File: src/rtl/spike_det.sv
// Adaptive-threshold spike detector: the threshold is K times the mean clamped energy
// of the previous window, and each detection is followed by a refractory dead time.
module spike_det #(
    parameter int WIN_LOG2 = 6,
    parameter int K        = 8,
    parameter int REFRACT  = 32
) (
    input  logic               clk,
    input  logic               rst,
    input  logic signed [11:0] p,
    output logic               spike,
    output logic [14:0]        thr,
    output logic               calib,
    output logic [15:0]        spk_cnt
);

    localparam int ACC_W = 11 + WIN_LOG2;
    localparam logic [9:0] REFR_INIT = 10'(REFRACT - 1);

    typedef enum logic [1:0] {
        CALIB,
        ARMED,
        REFR
    } state_t;

    state_t              state_q, state_d;
    logic [ACC_W-1:0]    acc_q, acc_d;
    logic [WIN_LOG2-1:0] idx_q, idx_d;
    logic [9:0]          rcnt_q, rcnt_d;
    logic                spike_q, spike_d;
    logic [14:0]         thr_q, thr_d;
    logic                calib_q, calib_d;
    logic [15:0]         cnt_q, cnt_d;

    logic [10:0]         pc;
    logic [ACC_W-1:0]    acc_sum;
    logic [14:0]         thr_new;
    logic                win_end;
    logic                detect;

    // Negative energy is meaningless for the estimate, so it contributes zero.
    assign pc      = p[11] ? 11'd0 : p[10:0];
    assign acc_sum = acc_q + ACC_W'(pc);
    assign thr_new = 15'(32'(K) * 32'(acc_sum >> WIN_LOG2));
    assign win_end = (idx_q == {WIN_LOG2{1'b1}});
    assign detect  = (state_q == ARMED) &&
                     ($signed({{4{p[11]}}, p}) > $signed({1'b0, thr_q}));

    always_comb begin
        state_d = state_q;
        rcnt_d  = rcnt_q;
        calib_d = calib_q;
        idx_d   = idx_q + 1'b1;
        acc_d   = win_end ? '0 : acc_sum;
        thr_d   = win_end ? thr_new : thr_q;
        spike_d = detect;
        cnt_d   = detect ? cnt_q + 16'd1 : cnt_q;

        case (state_q)
            CALIB: begin
                if (win_end) begin
                    state_d = ARMED;
                    calib_d = 1'b0;
                end
            end
            ARMED: begin
                if (detect) begin
                    state_d = REFR;
                    rcnt_d  = REFR_INIT;
                end
            end
            REFR: begin
                if (rcnt_q == 10'd0) begin
                    state_d = ARMED;
                end else begin
                    rcnt_d = rcnt_q - 10'd1;
                end
            end
            default: begin
                state_d = CALIB;
                calib_d = 1'b1;
            end
        endcase
    end

    always_ff @(posedge clk) begin
        if (rst) begin
            state_q <= CALIB;
            acc_q   <= '0;
            idx_q   <= '0;
            rcnt_q  <= '0;
            spike_q <= 1'b0;
            thr_q   <= '0;
            calib_q <= 1'b1;
            cnt_q   <= '0;
        end else begin
            state_q <= state_d;
            acc_q   <= acc_d;
            idx_q   <= idx_d;
            rcnt_q  <= rcnt_d;
            spike_q <= spike_d;
            thr_q   <= thr_d;
            calib_q <= calib_d;
            cnt_q   <= cnt_d;
        end
    end

    assign spike   = spike_q;
    assign thr     = thr_q;
    assign calib   = calib_q;
    assign spk_cnt = cnt_q;

endmodule

File: config.mk
export PLATFORM = sky130hd
export DESIGN_NAME = spike_det
export DESIGN_NICKNAME = d
export VERILOG_FILES = /design/src/rtl/spike_det.sv
export SDC_FILE = /design/constraint.sdc
export NUM_CORES = 1
export LEC_CHECK = 0
export ABC_AREA = 0
export CORE_MARGIN = 8
export CORE_UTILIZATION = 55
export DETAILED_ROUTE_END_ITERATION = 8
export PLACE_DENSITY_LB_ADDON = 0.05
export SYNTH_ARGS = -nofsm -noshare
export SYNTH_HDL_FRONTEND = slang
export SYNTH_SLANG_ARGS = --single-unit
File: constraint.sdc
create_clock -name clk -period 3.3 [get_ports clk]
set_input_delay 0.825 -clock clk [delete_from_list [all_inputs] [get_ports clk]]
set_output_delay 0.825 -clock clk [all_outputs]
set_load 0.03 [all_outputs]
==> metrics.cfg, run 1 <==
[status]
status=completed

[placed_design]
dpl.hpwl_um=6240
portBuffers=42
gp_congestion=0.891

[cts]
root_buffer=clkbuf_8
cts_buffer_depth=2
htree_levels=3
hold_buffers=0
clkTransAtPathRegs_ns=0.07
cts_tree=done
clk_latency_ns=0.34
cts_buffers=9
cts.sinks=64
post-cts-setup-buffers=0

[yosys]
synth-warning-count=0
synth.area.top_cells=dfxtp_1, ha_1, nor2_1, xnor2_1, a21oi_1
yosys.area.top_type=dfxtp_1
syn-cell-area_um2=3560
async_flop_share=0
synth_edf_count=0
synth_common_cells=dfxtp_1, nor2_1, ha_1
ys.flop_type=dfxtp_1
ys_seq_elements=64
yosysMostFrequentCell=dfxtp_1
syn-mean-instance-area_um2=8.54
synth_top_area_frac=0.360
syn_inst=417
ys_seq_area_frac=0.360
synth_cell_type_count=52

[timing]
tns_ns=0
finalClockSkew_ns=0.0160
fin_crit_sh=0.954
slew_headroom=0.489
fmax_mhz=318
holdWs_ns=0.453
worst_slew_pin_slew_ns=0.767
hold_violations=0
maxSlewViolCount=0
period_needed_ns=3.15
rsz0062_at_grt=no
finalSetupViolCount=0

[pwr]
power_switching_share=0.279
clock_power_share=0.376
combinationalPowerShare=0.207
vdd_drop_max_mv=0.366
internal-power_mw=1.46
switching_power_mw=0.563
sequentialPowerShare=0.417
p_leak_nw=1.76
power_density_nw_per_um2=452

[die]
rows=29
die_w_um=96.5
start_util=0.564
dieArea_um2=9310
ioPinCount=47
die_h_um=96.5
core-area_um2=6310

[min_path]
hp-class=reg -> reg

[critical_path]
critPathCaptureType=flip-flop
cp-start-kind=input pin
reg2reg_slack_ns=0.86
critical_path.top_delay_family=compound AO/OA/AOI/OAI gates
r2r-start=thr[9]$_SDFFE_PP0P_
worst_path_largest_cell_delay_ns=0.54
rr_worst_depth=9
crit_arrival_ns=3.39
crit_required_ns=3.54
path_class=in -> reg
crit_chain=clkdlybuf4s50_1 -> nor2b_1 -> ha_1 -> fa_1 -> a211oi_1 -> o21bai_1 -> a21oi_1 -> nor3b_1 -> xnor2_1 -> a211oi_1
critical_path_depth=10
crit_buf_inv=1
startpoint=p[11]
r2r_end=rcnt_q[7]$_SDFFE_PP0P_
crit_path_max_fanout=4
timing.critical_path.mode_cell=a211oi_1
cp-endpoint=thr[11]$_SDFFE_PP0P_
critPathSlowestCell=clkdlybuf4s50_1

[route]
antenna_left=0
drtPass1Iterations=4
vias=3146
vias_per_cell=5.56
routed_wl_um=8470
wl_per_cell_um=15.0
drt_iter0_markers=128
drcViolationCount=0

[grt]
grt_pass1_vias=3018
antenna_found_initial=0
overflow=0
grt_use_total=0.189
grt_start_max_net_pins=20
grt_pass1_wl_um=14000

[cells_and_area]
regArea_um2=1280
nets=528
areaGrowthSynthToFinish_pct=25.4
multi_input_area_um2=2130
nFillCells=528
diodes=0
drive_gt1_frac=0.125

[job]
drv_cap=0

timing repair:
action | in CTS | in global routing
setup endpoints to repair | 0 | 7
resized for setup | 0 | 6
endpoints found under the hold margin | 0 | 0
final cells by class:
cell class / instances / area share
sequential: 64 / 0.287
timing repair buffer: 72 / 0.145
tap: 77 / 0.0216
clock inverter: 5 / 0.0179
inverter: 25 / 0.0210
clock buffer: 11 / 0.0317
multi-input combinational: 312 / 0.476
flip-flops by register name (all words and copies together) (netlist names):
name	cells
spike	1
rcnt_q	10
acc_q	17
state_q	2
idx_q	6
spk_cnt	16
thr	11
calib	1
routing by layer:
| metal | vias to the layer above | global-route usage | wire length [um] |
|---|---|---|---|
| met1 | 1441 | 0.252 | 4200 |
| met4 | 0 | 0.0605 | 113 |
| met5 | - | 0 | 0 |
| met3 | 13 | 0.0402 | 454 |
| li1 | 1603 | - | - |
| met2 | 89 | 0.298 | 3710 |
worst min-delay path by stage:
stage / startpoint / endpoint / slack, ns / cells past startpoint
2_1_floorplan: idx_q[0]$_SDFF_PP0_ / idx_q[0]$_SDFF_PP0_ / 0.42 / 1
4_1_cts: idx_q[0]$_SDFF_PP0_ / idx_q[0]$_SDFF_PP0_ / 0.46 / 1
5_1_grt: thr[7]$_SDFFE_PP0P_ / thr[7]$_SDFFE_PP0P_ / 0.50 / 2
3_3_place_gp: idx_q[0]$_SDFF_PP0_ / idx_q[0]$_SDFF_PP0_ / 0.43 / 1
3_5_place_dp: idx_q[0]$_SDFF_PP0_ / idx_q[0]$_SDFF_PP0_ / 0.44 / 1
6_report: idx_q[0]$_SDFF_PP0_ / idx_q[0]$_SDFF_PP0_ / 0.45 / 1
power by group through the flow:
stage	sequential, mW	clock (mW)	combinational, mW
6_report	0.842	0.759	0.418
5_1_grt	0.847	0.806	0.460
3_3_place_gp	0.857	0	0.394
2_1_floorplan	0.853	0	0.289
4_1_cts	0.842	0.765	0.409
3_5_place_dp	0.859	0	0.404
placed cells by master (no fill, tap or decap), types with 3 or more instances in the layout:
master           count
a211oi_1            11
a21o_1               5
a21oi_1             27
a31oi_1              4
and3_1              10
buf_4               30
clkbuf_8            10
clkdlybuf4s50_1     42
conb_1               4
dfxtp_1             64
ha_1                29
inv_1               25
nand2_1             21
nand2b_1             3
nand3_1             11
nand4_1              5
nand4b_1             3
nor2_1              46
nor2b_1             18
nor3_1              14
nor3b_1              4
o21ai_0             10
o21bai_1             3
o31ai_1              4
or2_2                3
or3_1               10
or4_1                8
xnor2_1             18
xor2_1               8
through the flow:
stage | instances | instance area, um2 | setup slack, ns | power, mW | util
global route | 566 | 4460 | 0.0302 | 2.11 | 0.707
floorplan | 420 | 3570 | 0.463 | 1.14 | -
finish | 566 | 4460 | 0.151 | 2.02 | 0.707
CTS | 566 | 4440 | 0.138 | 2.02 | 0.703
detailed placement | 550 | 4220 | -0.196 | 1.26 | 0.668
global placement | 550 | 4220 | -0.137 | 1.25 | 0.668
cells by family (layout without fill, tap and decap cells):
group,count (synthesis),after routing,share of synthesized area
simple gates,165,165,0.246
fa+ha+maj,30,30,0.108
buf+inv,44,113,0.0538
compound gates,83,83,0.152
other cells,1,4,0.00105
xor+xnor,26,26,0.0639
mux,4,4,0.0155
flops,64,64,0.360
(Power assumes the default switching activity.)
==> run 2: changes to the inputs <==
--- a/config.mk
+++ b/config.mk
@@ -10,6 +10,7 @@
 export CORE_UTILIZATION = 55
 export DETAILED_ROUTE_END_ITERATION = 8
 export PLACE_DENSITY_LB_ADDON = 0.05
+export SLEW_MARGIN = 20
 export SYNTH_ARGS = -nofsm -noshare
 export SYNTH_HDL_FRONTEND = slang
 export SYNTH_SLANG_ARGS = --single-unit
==> results of run 2 <==
The final DEF is identical to that of run 1; final timing and power are the same.
==> run 3: changes to the inputs <==
--- a/config.mk
+++ b/config.mk
@@ -10,6 +10,7 @@
 export CORE_UTILIZATION = 55
 export DETAILED_ROUTE_END_ITERATION = 8
 export PLACE_DENSITY_LB_ADDON = 0.05
+export SETUP_SLACK_MARGIN = 0.3
 export SLEW_MARGIN = 20
 export SYNTH_ARGS = -nofsm -noshare
 export SYNTH_HDL_FRONTEND = slang
==> metrics.cfg, run 3 (same netlist as run 1, synthesis figures left out) <==
[cells_and_area]
diodes=0  ; unchanged
nets=532  ; +0.76%
fin_area_um2=4620  ; +3.4%
regMostFlops=acc_q
post-route-util=0.731  ; +0.0242
final_common_cell=dfxtp_1
nFillCells=493  ; -6.6%
largest_reg_flops=17  ; unchanged
areaGrowthSynthToFinish_pct=29.7
drive_gt1_frac=0.162  ; +0.0375
final_cell_mix=dfxtp_1, nor2_1, clkdlybuf4s50_1

[critical_path]
critPathSlowestCell=or4_1
critical_path.top_delay_family=buffers and inverters
path_class=in -> reg
crit_arrival_ns=3.24  ; -0.15 ns
rr_worst_depth=10  ; +1
reg2reg_slack_ns=0.70  ; -0.16 ns
worst_path_largest_cell_delay_ns=0.50  ; -0.04 ns
crit_path_max_fanout=10  ; +6
r2r-start=thr[10]$_SDFFE_PP0P_
r2r_end=rcnt_q[8]$_SDFFE_PP0P_
crit_buf_inv=3  ; +2
cp-start-kind=input pin
crit_required_ns=3.56  ; +0.02 ns
critPathCaptureType=flip-flop
crit_chain=clkdlybuf4s50_1 -> ha_4 -> nand2b_4 -> a211oi_2 -> nor3_2 -> buf_4 -> o21a_4 -> buf_12 -> or4_1 -> a21oi_1

[timing]
worst_slew_pin_slew_ns=0.808  ; +0.0406 ns
holdWs_ns=0.453  ; +0.0000370 ns
finalSetupViolCount=0  ; unchanged
tns_ns=0  ; unchanged
fmax_mhz=336  ; +5.7%
rsz0062_at_grt=no
period_needed_ns=2.98  ; -0.169 ns
fin_crit_sh=0.903  ; -0.0511
finalClockSkew_ns=0.0151  ; -0.000848 ns
hold_violations=0  ; unchanged
slew_headroom=0.462  ; -0.0271
maxSlewViolCount=0  ; unchanged

[placed_design]
portBuffers=42  ; unchanged
gp_congestion=0.891  ; unchanged
place_area_um2=4220  ; unchanged
dpl.hpwl_um=6240  ; unchanged

[route]
vias_per_cell=5.58  ; +0.34%
wl_per_cell_um=15.6  ; +4.1%
routed_wl_um=8890  ; +4.9%
antenna_left=0  ; unchanged
drtPass1Iterations=5  ; +1
drcViolationCount=0  ; unchanged
drt_iter0_markers=192  ; +50%
vias=3179  ; +1.0%

[cts]
clkTransAtPathRegs_ns=0.07  ; about the same
root_buffer=clkbuf_8
cts_buffer_depth=2  ; unchanged
cts_tree=done
htree_levels=3  ; unchanged
clk_latency_ns=0.34  ; about the same
cts.sinks=64  ; unchanged
cts_buffers=9  ; unchanged
hold_buffers=0  ; unchanged

[die]
dieArea_um2=9310  ; unchanged
core-area_um2=6310  ; unchanged
die_w_um=96.5  ; unchanged
start_util=0.564  ; unchanged
die_h_um=96.5  ; unchanged
ioPinCount=47  ; unchanged
rows=29  ; unchanged

[job]
drv_cap=0  ; unchanged

[min_path]
hp-class=reg -> reg
min-delay-start=idx_q[0]$_SDFF_PP0_
hold_path_depth=1  ; unchanged
hold_path_end=idx_q[0]$_SDFF_PP0_

[grt]
grt_use_total=0.192  ; +0.00258
overflow=0  ; unchanged
grt_pass1_vias=3061  ; +1.4%
grt_start_max_net_pins=20  ; unchanged
antenna_found_initial=0  ; unchanged
grt_pass1_wl_um=14200  ; +1.1%

[pwr]
power_density_nw_per_um2=445  ; -1.5%
p_total_mw=2.06  ; +1.8%
vdd_drop_max_mv=0.367  ; +0.33%
p_leak_nw=1.83  ; +4.2%

[status]
status=completed

[run 3: cell count changes in the layout (fill, tap and decap cells not counted), sizes merged]
| cell | change |
|---|---|
| buf | +4 |
| dlygate4sd2 | +1 |
| clkdlybuf4s50 | -5 |
| dlymetal6s2s | +4 |
[run 3: cell type report]
cell class / count / area [um2] / share of cell area
Clock buffer: 11 / 141 / 0.0306
Inverter: 25 / 93.8 / 0.0203
Multi-Input combinational cell: 312 / 2210 / 0.480
Tap cell: 77 / 96.3 / 0.0209
Sequential cell: 64 / 1280 / 0.278
Clock inverter: 5 / 80.1 / 0.0173
Timing Repair Buffer: 76 / 709 / 0.154
[run 3: layer usage]
metal  up-vias  global-route usage  wire length, um
li1       1603                   -                -
met1      1467               0.252             4360
met2        91               0.307             3980
met3        18              0.0402              420
met4         0              0.0605              129
met5         -                   0                0
[run 3: repair_timing]
item                                    CTS  global route
endpoints found under the setup margin   31            15
setup buffers                             1             3
gates cloned                              0             0
gates resized for setup                  11            15
hold endpoints to repair                  0             0
pin swaps                                 2            11
[run 3: how the worst max path moves through the flow]
stage	end	slack (ns)	cells after the start	startpoint
final	rcnt_q[8]$_SDFFE_PP0P_	0.32	10	p[4]
after global routing	rcnt_q[8]$_SDFFE_PP0P_	0.29	11	p[3]
after floorplan	thr[11]$_SDFFE_PP0P_	0.46	9	p[11]
after detailed placement	rcnt_q[2]$_SDFFE_PP0P_	-0.20	9	p[11]
after global placement	spk_cnt[14]$_SDFFE_PP0P_	-0.14	9	p[10]
after CTS	rcnt_q[7]$_SDFFE_PP0P_	0.31	10	p[10]
[run 3: metrics by stage]
step | setup slack, ns | instances
floorplan | 0.463 | 420
global placement | -0.137 | 550
detailed placement | -0.196 | 550
CTS | 0.308 | 567
global route | 0.295 | 570
finish | 0.320 | 570
[run 3: where the power goes]
group,total [mW],switching [mW],leakage [nW],internal (mW)
combinational,0.452,0.238,1.21,0.213
sequential,0.844,0.0301,0.519,0.814
clock,0.760,0.315,0.106,0.445
total,2.06,0.583,1.83,1.47
